--- src/rtl/mm_stream_feeder.sv ---
// mm_stream_feeder: upstream feeder and result collector for a 4x4 signed
// matrix-multiply engine. The host preloads two element buffers and the matrix
// dimensions, then pulses start. The block pulses the engine reset, streams
// matrix 1 then matrix 2 row-major with col_end/row_end framing, and tags each
// engine result with its (row,col) index before signalling done.
//
// Ports
//   clk, rst                      clock, synchronous active-high reset
//   start                         begin a run (sampled only in IDLE)
//   cfg_m1_rows..cfg_m2_cols      matrix dimensions, 1..MAXDIM
//   wr_en/wr_sel/wr_addr/wr_data  host buffer write port (IDLE only)
//   busy, done, err               run status
//   mm_rst, mm_in_data,
//   mm_col_end, mm_row_end        stream towards the engine
//   mm_valid, mm_is_legal,
//   mm_out_data                   results from the engine
//   res_valid, res_legal,
//   res_row, res_col, res_data    tagged results
module mm_stream_feeder #(
  parameter int unsigned DW      = 8,
  parameter int unsigned OW      = 20,
  parameter int unsigned MAXDIM  = 4,
  parameter int unsigned TIMEOUT = 64
) (
  input  logic          clk,
  input  logic          rst,
  input  logic          start,
  input  logic [2:0]    cfg_m1_rows,
  input  logic [2:0]    cfg_m1_cols,
  input  logic [2:0]    cfg_m2_rows,
  input  logic [2:0]    cfg_m2_cols,
  input  logic          wr_en,
  input  logic          wr_sel,
  input  logic [3:0]    wr_addr,
  input  logic [DW-1:0] wr_data,
  output logic          busy,
  output logic          done,
  output logic          err,
  output logic          mm_rst,
  output logic [DW-1:0] mm_in_data,
  output logic          mm_col_end,
  output logic          mm_row_end,
  input  logic          mm_valid,
  input  logic          mm_is_legal,
  input  logic [OW-1:0] mm_out_data,
  output logic          res_valid,
  output logic          res_legal,
  output logic [1:0]    res_row,
  output logic [1:0]    res_col,
  output logic [OW-1:0] res_data
);

  localparam int unsigned DEPTH = 16;
  localparam int unsigned TW    = $clog2(TIMEOUT + 1);

  typedef enum logic [2:0] {
    S_IDLE,
    S_MMRST,
    S_SEND1,
    S_SEND2,
    S_RESULTS
  } state_t;

  state_t state;

  logic [DW-1:0] mem1 [DEPTH];
  logic [DW-1:0] mem2 [DEPTH];

  logic [2:0]    m1_rows, m1_cols, m2_rows, m2_cols;
  logic          legal;
  logic [4:0]    expected;
  logic [4:0]    cnt;
  logic [1:0]    sr, sc;
  logic [1:0]    rr, rc;
  logic [TW-1:0] idle;

  logic          cfg_bad;
  logic [2:0]    cur_rows, cur_cols;
  logic          send_last_col, send_last;
  logic [1:0]    nsr, nsc;

  function automatic logic dim_bad(input logic [2:0] d);
    return (d == 3'd0) || (d > 3'(MAXDIM));
  endfunction

  // True when idx is the final index of a dimension of size n.
  function automatic logic is_last(input logic [1:0] idx, input logic [2:0] n);
    return {1'b0, idx} == (n - 3'd1);
  endfunction

  assign cfg_bad = dim_bad(cfg_m1_rows) || dim_bad(cfg_m1_cols) ||
                   dim_bad(cfg_m2_rows) || dim_bad(cfg_m2_cols);

  // Position of the element following the one currently on the stream.
  always_comb begin
    cur_rows = m1_rows;
    cur_cols = m1_cols;
    if (state == S_SEND2) begin
      cur_rows = m2_rows;
      cur_cols = m2_cols;
    end
    send_last_col = is_last(sc, cur_cols);
    send_last     = send_last_col && is_last(sr, cur_rows);
    nsr           = sr;
    nsc           = sc + 2'd1;
    if (send_last_col) begin
      nsr = sr + 2'd1;
      nsc = 2'd0;
    end
  end

  // Element buffers are deliberately not reset so contents survive rst.
  always_ff @(posedge clk) begin
    if (!rst && state == S_IDLE && wr_en) begin
      if (wr_sel) mem2[wr_addr] <= wr_data;
      else        mem1[wr_addr] <= wr_data;
    end
  end

  // Control FSM with registered outputs.
  always_ff @(posedge clk) begin
    if (rst) begin
      state      <= S_IDLE;
      busy       <= 1'b0;
      done       <= 1'b0;
      err        <= 1'b0;
      mm_rst     <= 1'b0;
      mm_in_data <= '0;
      mm_col_end <= 1'b0;
      mm_row_end <= 1'b0;
      res_valid  <= 1'b0;
      res_legal  <= 1'b0;
      res_row    <= 2'd0;
      res_col    <= 2'd0;
      res_data   <= '0;
      m1_rows    <= 3'd0;
      m1_cols    <= 3'd0;
      m2_rows    <= 3'd0;
      m2_cols    <= 3'd0;
      legal      <= 1'b0;
      expected   <= 5'd0;
      cnt        <= 5'd0;
      sr         <= 2'd0;
      sc         <= 2'd0;
      rr         <= 2'd0;
      rc         <= 2'd0;
      idle       <= '0;
    end else begin
      done      <= 1'b0;
      err       <= 1'b0;
      mm_rst    <= 1'b0;
      res_valid <= 1'b0;
      res_legal <= 1'b0;
      res_row   <= 2'd0;
      res_col   <= 2'd0;
      res_data  <= '0;

      case (state)
        S_IDLE: begin
          if (start) begin
            if (cfg_bad) begin
              err <= 1'b1;
            end else begin
              m1_rows  <= cfg_m1_rows;
              m1_cols  <= cfg_m1_cols;
              m2_rows  <= cfg_m2_rows;
              m2_cols  <= cfg_m2_cols;
              legal    <= (cfg_m1_cols == cfg_m2_rows);
              expected <= (cfg_m1_cols == cfg_m2_rows) ?
                          5'(cfg_m1_rows) * 5'(cfg_m2_cols) : 5'd1;
              cnt      <= 5'd0;
              rr       <= 2'd0;
              rc       <= 2'd0;
              idle     <= '0;
              mm_rst   <= 1'b1;
              busy     <= 1'b1;
              state    <= S_MMRST;
            end
          end
        end

        // Engine is in reset this cycle; put matrix 1 element (0,0) on the bus.
        S_MMRST: begin
          state      <= S_SEND1;
          sr         <= 2'd0;
          sc         <= 2'd0;
          mm_in_data <= mem1[4'd0];
          mm_col_end <= is_last(2'd0, m1_cols);
          mm_row_end <= is_last(2'd0, m1_cols) && is_last(2'd0, m1_rows);
        end

        S_SEND1, S_SEND2: begin
          if (send_last) begin
            sr <= 2'd0;
            sc <= 2'd0;
            if (state == S_SEND1) begin
              // Matrix 2 follows back-to-back.
              state      <= S_SEND2;
              mm_in_data <= mem2[4'd0];
              mm_col_end <= is_last(2'd0, m2_cols);
              mm_row_end <= is_last(2'd0, m2_cols) && is_last(2'd0, m2_rows);
            end else begin
              state      <= S_RESULTS;
              mm_in_data <= '0;
              mm_col_end <= 1'b0;
              mm_row_end <= 1'b0;
            end
          end else begin
            sr         <= nsr;
            sc         <= nsc;
            mm_in_data <= (state == S_SEND1) ? mem1[{nsr, nsc}] : mem2[{nsr, nsc}];
            mm_col_end <= is_last(nsc, cur_cols);
            mm_row_end <= is_last(nsc, cur_cols) && is_last(nsr, cur_rows);
          end
        end

        S_RESULTS: begin
          if (mm_valid) begin
            res_valid <= 1'b1;
            res_legal <= mm_is_legal;
            res_data  <= mm_out_data;
            res_row   <= rr;
            res_col   <= rc;
            err       <= (mm_is_legal != legal);
            idle      <= '0;
            cnt       <= cnt + 5'd1;
            if (is_last(rc, m2_cols)) begin
              rc <= 2'd0;
              rr <= rr + 2'd1;
            end else begin
              rc <= rc + 2'd1;
            end
            if ((cnt + 5'd1) == expected) begin
              done  <= 1'b1;
              busy  <= 1'b0;
              state <= S_IDLE;
            end
          end else if (idle == TW'(TIMEOUT - 1)) begin
            // Engine went silent: abort the run.
            err   <= 1'b1;
            done  <= 1'b1;
            busy  <= 1'b0;
            state <= S_IDLE;
          end else begin
            idle <= idle + TW'(1);
          end
        end

        default: state <= S_IDLE;
      endcase
    end
  end

endmodule

--- config.mk ---
export PLATFORM = sky130hd
export DESIGN_NAME = mm_stream_feeder
export DESIGN_NICKNAME = d
export VERILOG_FILES = /design/src/rtl/mm_stream_feeder.sv
export SDC_FILE = /design/constraint.sdc
export NUM_CORES = 1
export LEC_CHECK = 0
export CORE_MARGIN = 4
export CORE_UTILIZATION = 55
export DETAILED_ROUTE_END_ITERATION = 10
export PLACE_DENSITY = 0.73
export REMOVE_ABC_BUFFERS = 1
export SLEW_MARGIN = 0
export SYNTH_ARGS = -nofsm -noshare
export SYNTH_HDL_FRONTEND = slang
export SYNTH_SLANG_ARGS = --single-unit
--- constraint.sdc ---
create_clock -name clk -period 4.17 [get_ports clk]
set_input_delay 0.834 -clock clk [delete_from_list [all_inputs] [get_ports clk]]
set_output_delay 0.834 -clock clk [all_outputs]
set_load 0.005 [all_outputs]
# Yosys cells after proc, flatten, opt, wreduce, memory -nomap -nowiden
# Memories as Yosys holds them, arrays and structs flattened.
# Cells that the tools add are included.
# totals
memories	2
mem_bits_ro	0
out_inout_bits	40
latchBits	0
ff_bits	81
ram_bits	256
in_bits	51
# memory_table
name	words	word_bits	read_ports	rd_ports_with_merged_regs	wr	line	rtl
mem1	16	8	2	0	1	66	logic [DW-1:0] mem1 [DEPTH];
mem2	16	8	2	0	1	67	logic [DW-1:0] mem2 [DEPTH];
# op_classes
bitwise	5
n_mux	65
eq_ne	21
addsub	12
n_lt_le_gt_ge	4
mul	1
div	0
reduce_logical	35
shift	0
# ops
op	count
two-way mux 7 bit	4
zero test 3 bit	9
two-way mux 3 bit	9
two-way mux 8 bit	3
two-way mux 1 bit	23
two-way mux 2 bit	10
two-way mux 5 bit	4
subtractor 3 x 1 -> 3 bit, second input constant	6
one-hot mux 2 bit (2 select lines)	4
one-hot mux 8 bit (2 select lines)	1
== test 2 x 3 -> 1 bit	5
AND reduction 5 bit	3
one-hot mux 7 bit (2 select lines)	1
> comparator 3 bit, second input constant	4
one-hot mux 3 bit (4 select lines)	1
!= test 2 bit, second input constant	5
one-hot mux 5 bit (2 select lines)	1
!= test 3 bit, second input constant	3
adder 2 x 1 -> 2 bit, second input constant	4
one-hot mux 1 bit (2 select lines)	4
AND reduction 4 bit	2
adder 7 x 1 -> 7 bit, second input constant	1
== test 7 x 6 -> 1 bit, second input constant	1
logical OR 1 bit	7
15 further kinds	28

# Logic depth before layout (Yosys ltp)
# Gate-level depths: netlist of the first run.
# depth
depth_word	9
mapped_depth	17
ltp_nobuf	13

# Worst setup path before layout of the first run
# Ideal clock, no wire load.
# synth_path
path_kind	register -> register
start	register state[1]
end	register mm_in_data[7]
period_less_slack_ns	3.531
n_path_buf	3
setup_slack_ns	0.639
stages_incl_launch_ff	16
t_arrival_ns	3.403
setup_time_ns	0.128
path_cell_list	dfxtp_1 -> buf_2 -> nand3b_4 -> a21o_2 -> inv_2 -> buf_6 -> ha_1 -> buf_2 -> xnor2_1 -> or3_4 -> o21ai_4 -> mux4_2 -> a211oi_1 -> o21ai_0 -> a31oi_1 -> a211oi_1
# synth_between
elab_chain_len	9
word_cells_on_any_way	20
# synth_rtl
item	line	rtl
start: declaration	64	state_t state;
start signal: assignment	123	state <= S_IDLE;
start signal: assignment	177	state <= S_MMRST;
start signal: assignment	184	state <= S_SEND1;
== test 3 x 2 -> 1 bit	98, 158	
two-way mux 3 bit	98	if (state == S_SEND2) begin
subtractor 3 x 1 -> 3 bit	88	return {1'b0, idx} == (n - 3'd1);
== test 2 x 3 -> 1 bit	88	
two-way mux 2 bit	106	if (send_last_col) begin
memory read (16 x 8 bit), on equally long branches	--	
two-way mux 8 bit	211	mm_in_data <= (state == S_SEND1) ? mem1[{nsr, nsc}] : mem2[{nsr, nsc}];
two-way mux 8 bit	193	if (send_last) begin
one-hot mux 8 bit (2 select lines)	158	case (state)
end signal: assignment	187	mm_in_data <= mem1[4'd0];
end signal: assignment	199	mm_in_data <= mem2[4'd0];
end signal: assignment	211	
end: declaration	40	output logic [DW-1:0] mm_in_data,
# Parallel ways exist; a longest one is shown, timed or not.
# A chain may end at the register's enable or synchronous reset.

# Worst setup path after layout of the first run
# layout_path
start	register state[0]
end	register mm_in_data[7]
# The elaborated chain is that of the path after synthesis.

==> results, run 1 <==
- The family with the most delay on the worst path is compound AO/OA/AOI/OAI gates.
- The Yosys step of the flow raised 0 warnings.
- The post-synthesis to final-layout area growth is 19.7%.
- The data arrival time of the critical path is 4150 ps.
- Dividing the synthesized area by the synthesized cell count gives 12.2 um2.
- In this run the critical register-to-register path is captured at mm_in_data[7].
- The via-per-instance ratio is 6.32.
- The number of global-route vias before repair is 10300.
- After synthesis, the share of flip-flops with an asynchronous set or reset is 0%.
- The number of failing setup endpoints in the final timing report is 0.
- For this block, the initial DRC count from the detailed router was 1402.
- The startpoint type of the worst setup path is a flip-flop.
- The buffer levels on the longest clock path is 3.
- The die covers 28900 um2.
- The count of placed standard cells including taps is 1622.
- The headroom to the max-slew limit is 11.5%.
- The fraction of met1 tracks used by global routing is 38.0%.
- The first global-routing pass estimated 60600 um of wire.
- Global routing used 27.4% of the available tracks across all layers.
- The repair_antennas step left the layout with diodes totalling 0.
- The first-pass iteration count of the detailed router is 7.
- The share of power burned in combinational logic is 4.0%.
- The critical path buffer and inverter count is 2.
- During I/O placement, the number of pins put on the boundary was 91.
- The endpoint kind of the worst setup timing path is a flip-flop.
- On the final layout, the worst clock skew is 21.2 ps.
- Of all nets on the critical path, the largest fanout is 28.
- After clock tree synthesis, the clock-pin slew on the worst setup and hold paths is 60 ps.
- The layout cell share with drive strength beyond 1 is 12.4%.
- In the global route stage, met3 resource usage came out at 5.64%.
- The post-CTS resize count is 0.
- Global routing consumed, on the met2 layer, 43.5% of the routing resources.
- The fraction of the yosys area taken by sequential cells is 64.5%.
- Counting flops and latches in the post-synthesis netlist gives 337.
- Once layout is done, the placed cells without fillers occupy 17300 um2.
- Clock latency on the worst-skew pair, taken at its later pin, is 530 ps.
- The final critical path takes up 90.5% of the cycle.
- The count of antenna-violating nets left after detailed routing is 0.
- In this run, the clock network consumes 45.6% of the power.
- Summing every instance area after synthesis gives 14400 um2.
- Max-cap violations in this run came to 0.
- The hold path depth is 2.
- Before CTS, the worst setup slack after placement is 466 ps.
- The internal power summed over all cells is 5.74 mW.
- The cell row count is 59.
- The critical path is of the flip-flop to flip-flop type.
- The maximum number of pins on one net before global-route repair is 42.
- Once placement finished, the instance area stood at 16100 um2.
- The startpoint of the worst register-to-register path is state[0].
- In this run the static leakage power is 5.86 nW.
- For this run, the leading register cell type out of synthesis is sky130_fd_sc_hd__edfxtp_1.
- The CTS root buffer is sky130_fd_sc_hd__clkbuf_16.
- The count of cells along the worst register-to-register path is 13.
- Counting every sink on the clock net gives 337.
- The netlist uses 81 different library cells.
- The routed wire length per instance is 23.8 um.
- The flow ran to the end, and the final reports show no timing, DRC or antenna violations.
- The post-synthesis cell count is 1188.
- The net switching power figure is 1.48 mW.
- The number of setup buffers added after CTS is 0.
- Buffers inserted to repair hold after CTS numbered 0.
- Setup repair after global routing left no endpoint under its margin.
- The die is 170 um tall.
- The final routed wirelength across all metal layers is 40200 um.
- The final-layout fill cell count is 1895.
- The number of pins exceeding their max-slew limit in the final report was 0.
- Walking the worst path, the cells encountered are nand3b_4 -> a21o_2 -> inv_2 -> ha_1 -> xnor2_1 -> or3_4 -> nor2_4 -> xnor2_2 -> buf_4 -> mux2i_1 -> a22oi_1 -> a31oi_1 -> a211oi_1.
- The final count of hold timing violations is 0.
- The clock tree synthesis step divided the H-tree into 2 levels.
- The congestion estimate from routability-driven global placement came to 0.938.
- The total core area is 25900 um2.
- The number of antenna violations at the first check in global routing is 0.
- Yosys mapped a number of flops with a built-in enable equal to 256.
- The slowest stage of the critical path belongs to the cell sky130_fd_sc_hd__or3_4.
- For this run, the slowest stage of the critical path takes 470 ps.
- The slew of the pin with the lowest slew margin is 1320 ps.
- The most used routing layer is met2.
- At the worst endpoint, the required time is 4550 ps.
- In this run, CTS created clock tree buffers numbering 36.
- In this run the power density over the cells is 418 nW/um2.
- The startpoint identified for the worst hold timing path is rr[1].
- Net switching is 20.6% of the power.
- After detailed routing, the number of remaining DRC violations is 0.
- After the flow finishes, the layout carries non-filler instances totaling 1688.
- In the post-route analysis, the smallest setup slack over all paths is 398 ps.
- The initial utilization of the core area, before any placement, comes to 55.7%.
- The remaining global-route overflow is 0.
- The portion of total power attributed to sequential cells is 50.4%.
- The peak ir drop on the vdd network is 360 uV.
- The count of buffers inserted at the top-level ports is 90.
- The HPWL after detailed placement is 27100 um.
- The clock tree from TritonCTS is done.
- The vias after detailed routing is 10700.
- The path class of the tightest hold or removal check is flip-flop to flip-flop.
- The final layout contains 1387 nets.
- For this run, the top clock speed supported by timing is 265 MHz.
- In this run the horizontal extent of the chip is 170 um.
- The final period demand of the worst path is 3770 ps.
- The hold-critical path endpoint is rr[1].
- The slack of the worst reg-to-reg path is 400 ps.
-- final cells by class --
type                            count  area [um2]  area share [%]
Clock buffer                       49        1000            5.79
Clock inverter                     17         220            1.27
Inverter                           22        82.6           0.478
Multi-Input combinational cell    760        4770            27.6
Sequential cell                   337        9310            53.9
Tap cell                          335         419            2.42
Timing Repair Buffer              168        1490            8.60
-- sequential cells by signal (all words and copies together) (netlist names), 3 cells and up --
register and flops:
cnt 5, m2_cols 3, expected 5, mem1 128, idle 7, state 3, mem2 128, m2_rows 3
mm_in_data 8, res_data 20, m1_cols 3, m1_rows 3
-- synthesized netlist by cell type (26+ instances only) --
library cell	n	area [um2]
sky130_fd_sc_hd__o22ai_1	27	169
sky130_fd_sc_hd__nand2_1	127	477
sky130_fd_sc_hd__a21oi_1	46	230
sky130_fd_sc_hd__nor3_1	26	130
sky130_fd_sc_hd__edfxtp_1	256	7690
sky130_fd_sc_hd__nor2_1	109	409
sky130_fd_sc_hd__o21ai_0	43	215
sky130_fd_sc_hd__mux2i_1	29	290
sky130_fd_sc_hd__nand3_1	36	180
sky130_fd_sc_hd__dfxtp_1	81	1620
sky130_fd_sc_hd__clkbuf_1	39	146
sky130_fd_sc_hd__and2_1	35	219
-- through the flow --
stage               power (mW)  utilization (%)  TNS, ps  hold WS [ps]
finish                    7.22             66.7        0           470
floorplan                 3.82                -    -1610           429
CTS                       7.24             66.7        0           464
global placement          3.99             62.0        0           447
detailed placement        3.99             62.0        0           454
global route              7.41             66.7        0           497
-- how the worst max path moves through the flow --
stage	startpoint	to	cells after the start
2_1_floorplan	state[1]	mm_in_data[3]	12
5_1_grt	state[1]	mm_in_data[7]	13
3_3_place_gp	state[1]	mm_in_data[7]	13
4_1_cts	state[1]	mm_in_data[7]	13
6_report	state[0]	mm_in_data[7]	13
3_5_place_dp	state[0]	mm_in_data[7]	13
-- metal layers --
metal / wire [um] / share of wire (%) / vias up
met3: 4590 / 11 / 104
li1: - / - / 4744
met4: 1340 / 3.3 / 0
met1: 15900 / 40 / 5125
met5: 0 / 0 / -
met2: 18400 / 46 / 688
-- kinds of logic after synthesis --
group	count (synthesis)	share of synthesized area [%]
xor+xnor	32	1.99
flops	337	64.5
simple gates	417	13.9
fa+ha+maj	11	1.06
buf+inv	91	2.71
compound gates	254	12.2
mux	46	3.66
-- power groups by stage --
stage | clock network [mW] | registers (mW) | logic (mW)
final | 3.30 | 3.64 | 0.289
after global routing | 3.46 | 3.64 | 0.312
after floorplan | 0 | 3.71 | 0.109
after detailed placement | 0 | 3.71 | 0.285
after global placement | 0 | 3.71 | 0.279
after CTS | 3.32 | 3.64 | 0.287
-- tightest hold or removal path: stages (launching register included) --
cell and delay [ps]:
sky130_fd_sc_hd__dfxtp_1 320, sky130_fd_sc_hd__nand2_1 60, sky130_fd_sc_hd__a21oi_1 50
-- cell usage in the layout, fill, tap and decap left out, types with 7 or more instances in the layout --
master                            instances
sky130_fd_sc_hd__mux2_2                  11
sky130_fd_sc_hd__a211oi_1                19
sky130_fd_sc_hd__o221ai_1                21
sky130_fd_sc_hd__inv_1                   21
sky130_fd_sc_hd__ha_1                     9
sky130_fd_sc_hd__buf_4                   78
sky130_fd_sc_hd__nand2_1                127
sky130_fd_sc_hd__a22oi_1                  9
sky130_fd_sc_hd__nor2_1                 109
sky130_fd_sc_hd__a31oi_1                 19
sky130_fd_sc_hd__nand3_1                 36
sky130_fd_sc_hd__clkbuf_1                 9
sky130_fd_sc_hd__dfxtp_1                 81
sky130_fd_sc_hd__nand2b_1                16
sky130_fd_sc_hd__clkbuf_16               37
sky130_fd_sc_hd__o21ai_0                 43
sky130_fd_sc_hd__nor2b_1                 11
sky130_fd_sc_hd__nor3_1                  25
sky130_fd_sc_hd__mux2i_1                 29
sky130_fd_sc_hd__edfxtp_1               256
sky130_fd_sc_hd__nand4_1                 14
sky130_fd_sc_hd__xnor2_1                 13
sky130_fd_sc_hd__o22a_1                   7
sky130_fd_sc_hd__xor2_1                  16
sky130_fd_sc_hd__o22ai_1                 27
sky130_fd_sc_hd__a21oi_1                 46
sky130_fd_sc_hd__and2_1                  35
sky130_fd_sc_hd__clkdlybuf4s50_1         90
No activity file was read; power rests on OpenSTA's default activity.
==> run 2: changes to the inputs <==
--- a/config.mk
+++ b/config.mk
@@ -7,2 +7,3 @@
 export LEC_CHECK = 0
+export CORE_ASPECT_RATIO = 0.6
 export CORE_MARGIN = 4
==> constraint.sdc (replaced) <==
create_clock -name clk -period 4.17 [get_ports clk]
set_input_delay 0.6255 -clock clk [delete_from_list [all_inputs] [get_ports clk]]
set_output_delay 0.6255 -clock clk [all_outputs]
set_load 0.005 [all_outputs]
==> run 2 against run 1 <==
Against the previous run: routed wire length up 12%; cell count grew 0.36%; critical path depth rose by 1; highest routed layer unchanged.
==> results, run 2 (same netlist as run 1, synthesis figures left out) <==
- The largest clock skew in the final design is 18.3 ps (was 21.2 ps).
- The worst-case setup margin in the final layout came to 212 ps (was 398 ps).
- The remaining global-route overflow was 0 (unchanged).
- The width of the chip is 217 um (was 170 um).
- The post-layout total power is 6.76 mW (was 7.22 mW).
- The first-iteration detailed-routing DRC count is 1737 (was 1402).
- The clock network latency to the later pin of the worst-skew pair is 580 ps (was 530 ps).
- The headroom to the max-slew limit is 25.3% (was 11.5%).
- The peak ir drop on the vdd network is 300 uV (was 360 uV).
- The utilization after layout is 66.9% (was 66.7%).
- The required time at the worst-slack endpoint is 4660 ps (was 4550 ps).
- The final period demand of the worst path is 3960 ps (was 3770 ps).
- The final routed wirelength across all metal layers is 45000 um (was 40200 um).
- The die area came to 29000 um2 (was 28900 um2).
- The power density relative to cell area was 395 nW/um2 (was 418 nW/um2).
- The initial cell density of the core is 56.5% (was 55.7%).
- The endpoint kind of the worst setup timing path is a flip-flop (unchanged).
- The largest fanout of any net on the critical path is 10 (was 28).
- The post-place instance area came to 16100 um2 (about the same).
- The global-route wire length before repair came to 67200 um (was 60600 um).
- The count of buffers inserted at the top-level ports is 90 (unchanged).
- The data arrival time of the critical path is 4450 ps (was 4150 ps).
- The quantity of hold-fixing buffers added after cts is 0 (unchanged).
- The final-layout fill cell count is 1937 (was 1895).
- Unrepaired setup endpoints after global routing: false (unchanged).
- The standby leakage power was 5.76 nW (was 5.86 nW).
- The worst setup path endpoint is mm_in_data[5] (was mm_in_data[7]).
- The total clock buffers created by CTS came to 29 (was 36).
- The endpoint of the worst-slack reg-to-reg timing path was mm_in_data[5] (was mm_in_data[7]).
- The vertical die dimension is 134 um (was 170 um).
- The class of the tightest hold or removal check is flip-flop to flip-flop (unchanged).
- The post-route standard cell area excluding fillers came to 17100 um2 (was 17300 um2).
- The antenna diode count is 0 (unchanged).
- The leading cell type in the layout, fill and taps excluded is sky130_fd_sc_hd__edfxtp_1 (unchanged).
- The clock edge transition at the registers on the reported setup and hold paths is 70 ps (was 60 ps).
- The worst setup timing slack at the placement stage is 138 ps (was 466 ps).
- The number of global-route vias before repair is 10400 (was 10300).
- The buffer levels on the longest clock path is 3 (unchanged).
- The CTS root buffer is sky130_fd_sc_hd__clkbuf_16 (unchanged).
- The slack of the worst reg-to-reg path is 210 ps (was 400 ps).
- The vias after detailed routing is 10800 (was 10700).
- The total routing resource utilization after global routing is 31.0% (was 27.4%).
- The number of H-tree levels is 1 (was 2).
- The number of top-level design ports is 91 (unchanged).
- The via-per-instance ratio came to 6.35 (was 6.32).
- The detailed-placement wirelength estimate came to 31800 um (was 27100 um).
- Top library cells by usage in the layout, fill and taps aside: sky130_fd_sc_hd__edfxtp_1, sky130_fd_sc_hd__nand2_1, sky130_fd_sc_hd__nor2_1 (unchanged).
- The cell row count is 45 (was 59).
- The number of nets at the end of the flow was 1382 (was 1387).
- The count of clock tree sinks is 337 (unchanged).
- The max-capacitance violation count was 0 (unchanged).
- Registers with the highest flip-flop counts: mem1 (128), mem2 (128), res_data (20) (unchanged).
- The count of cells along the worst register-to-register path is 14 (was 13).
- The routability congestion estimate is 0.991 (was 0.938).
- The count of antenna-violating nets left after detailed routing is 0 (unchanged).
- The startpoint type of the worst setup path was a flip-flop (unchanged).
- The final count of hold timing violations came to 0 (unchanged).
- The post-synthesis to final-layout area growth is 18.4% (was 19.7%).
- The post-route fraction of the period consumed by the critical path came to 94.9% (was 90.5%).
- The final worst hold slack is 476 ps (was 470 ps).
- The type of the setup path with the least slack is flip-flop to flip-flop (unchanged).
- The clock tree from TritonCTS was done (unchanged).
- The maximum number of pins on one net before global-route repair was 42 (unchanged).
- The slew of the pin with the lowest slew margin was 1120 ps (was 1320 ps).
- The number of pins exceeding their max-slew limit in the final report is 0 (unchanged).
- The detailed-route DRC error count was 0 (unchanged).
- The number of antenna violations at the first check in global routing is 0 (unchanged).
- Result of the run: finished clean (unchanged).
- The first-pass iteration count of the detailed router was 7 (unchanged).
- The launch point of the critical path is state[1] (was state[0]).
- The layout cell share with drive strength beyond 1 is 12.3% (was 12.4%).
- The top achievable clock speed is 253 MHz (was 265 MHz).
- The total core area is 25600 um2 (was 25900 um2).
- The number of failing setup endpoints in the final timing report is 0 (unchanged).
- The startpoint of the worst register-to-register path is state[1] (was state[0]).
- The routed wire length per instance is 26.5 um (was 23.8 um).
==> run 2: cell types whose count changed in the layout (fill, tap and decap cells not counted), sizes merged <==
cell      previous run  this run
clkinv               8         6
buf                 78        80
clkbuf              49        41
bufinv               5         3
clkinvlp             2         1
==> run 2: repair_timing <==
item | 4_1_cts | 5_1_grt
endpoints found under the hold margin | 0 | 0
endpoints found under the setup margin | 0 | 2
setup buffers | 0 | 2
resized for setup | 0 | 2
==> run 2: routing by layer <==
| layer | wire, um | global-route usage [%] | part of all wire (%) |
|---|---|---|---|
| met2 | 17300 | 40.2 | 38 |
| met4 | 939 | 5.29 | 2.1 |
| met3 | 7450 | 13.8 | 17 |
| met1 | 19300 | 48.4 | 43 |
| met5 | 0 | 0 | 0 |
==> run 2: worst min-delay path by stage <==
stage,startpoint,to,slack (ps),cells past startpoint
after floorplan,rr[1],rr[1],430,2
after global placement,rr[1],rr[1],450,2
after detailed placement,legal,legal,470,2
after CTS,legal,legal,480,2
after global routing,rr[1],res_row[1],490,1
final,rr[1],rr[1],480,2
==> run 2: power by group <==
part | internal, mW | switching, mW
Sequential | 3.62 | 0.0129
Clock | 1.58 | 1.24
Combinational | 0.115 | 0.193
Total | 5.31 | 1.45
==> run 2: through the flow <==
step | instances | TNS [ps]
final | 1694 | 0
after global routing | 1694 | 0
after CTS | 1692 | 0
after detailed placement | 1639 | 0
after global placement | 1639 | 0
after floorplan | 1119 | -1610
==> run 2: layout make-up <==
| class | count | area (um2) | share of cell area, % |
|---|---|---|---|
| clock buffers | 41 | 828 | 4.84 |
| clock inverters | 12 | 149 | 0.871 |
| inverters | 22 | 82.6 | 0.483 |
| multi-input cells | 760 | 4770 | 27.9 |
| flip-flops and latches | 337 | 9310 | 54.4 |
| well taps | 352 | 440 | 2.58 |
| repair buffers | 170 | 1510 | 8.85 |
==> run 2: critical path, cell delays in order (launching register included) <==
cell and delay (ps):
sky130_fd_sc_hd__dfxtp_1 460, sky130_fd_sc_hd__and4b_1 290, sky130_fd_sc_hd__a21o_2 150, sky130_fd_sc_hd__inv_2 40, sky130_fd_sc_hd__ha_1 310, sky130_fd_sc_hd__xnor2_1 230
sky130_fd_sc_hd__nor3_2 480, sky130_fd_sc_hd__nand2_1 380, sky130_fd_sc_hd__buf_4 310, sky130_fd_sc_hd__o31ai_1 320, sky130_fd_sc_hd__buf_4 220, sky130_fd_sc_hd__o211ai_1 160
sky130_fd_sc_hd__o2111ai_1 210, sky130_fd_sc_hd__a31oi_1 110, sky130_fd_sc_hd__a211oi_1 190
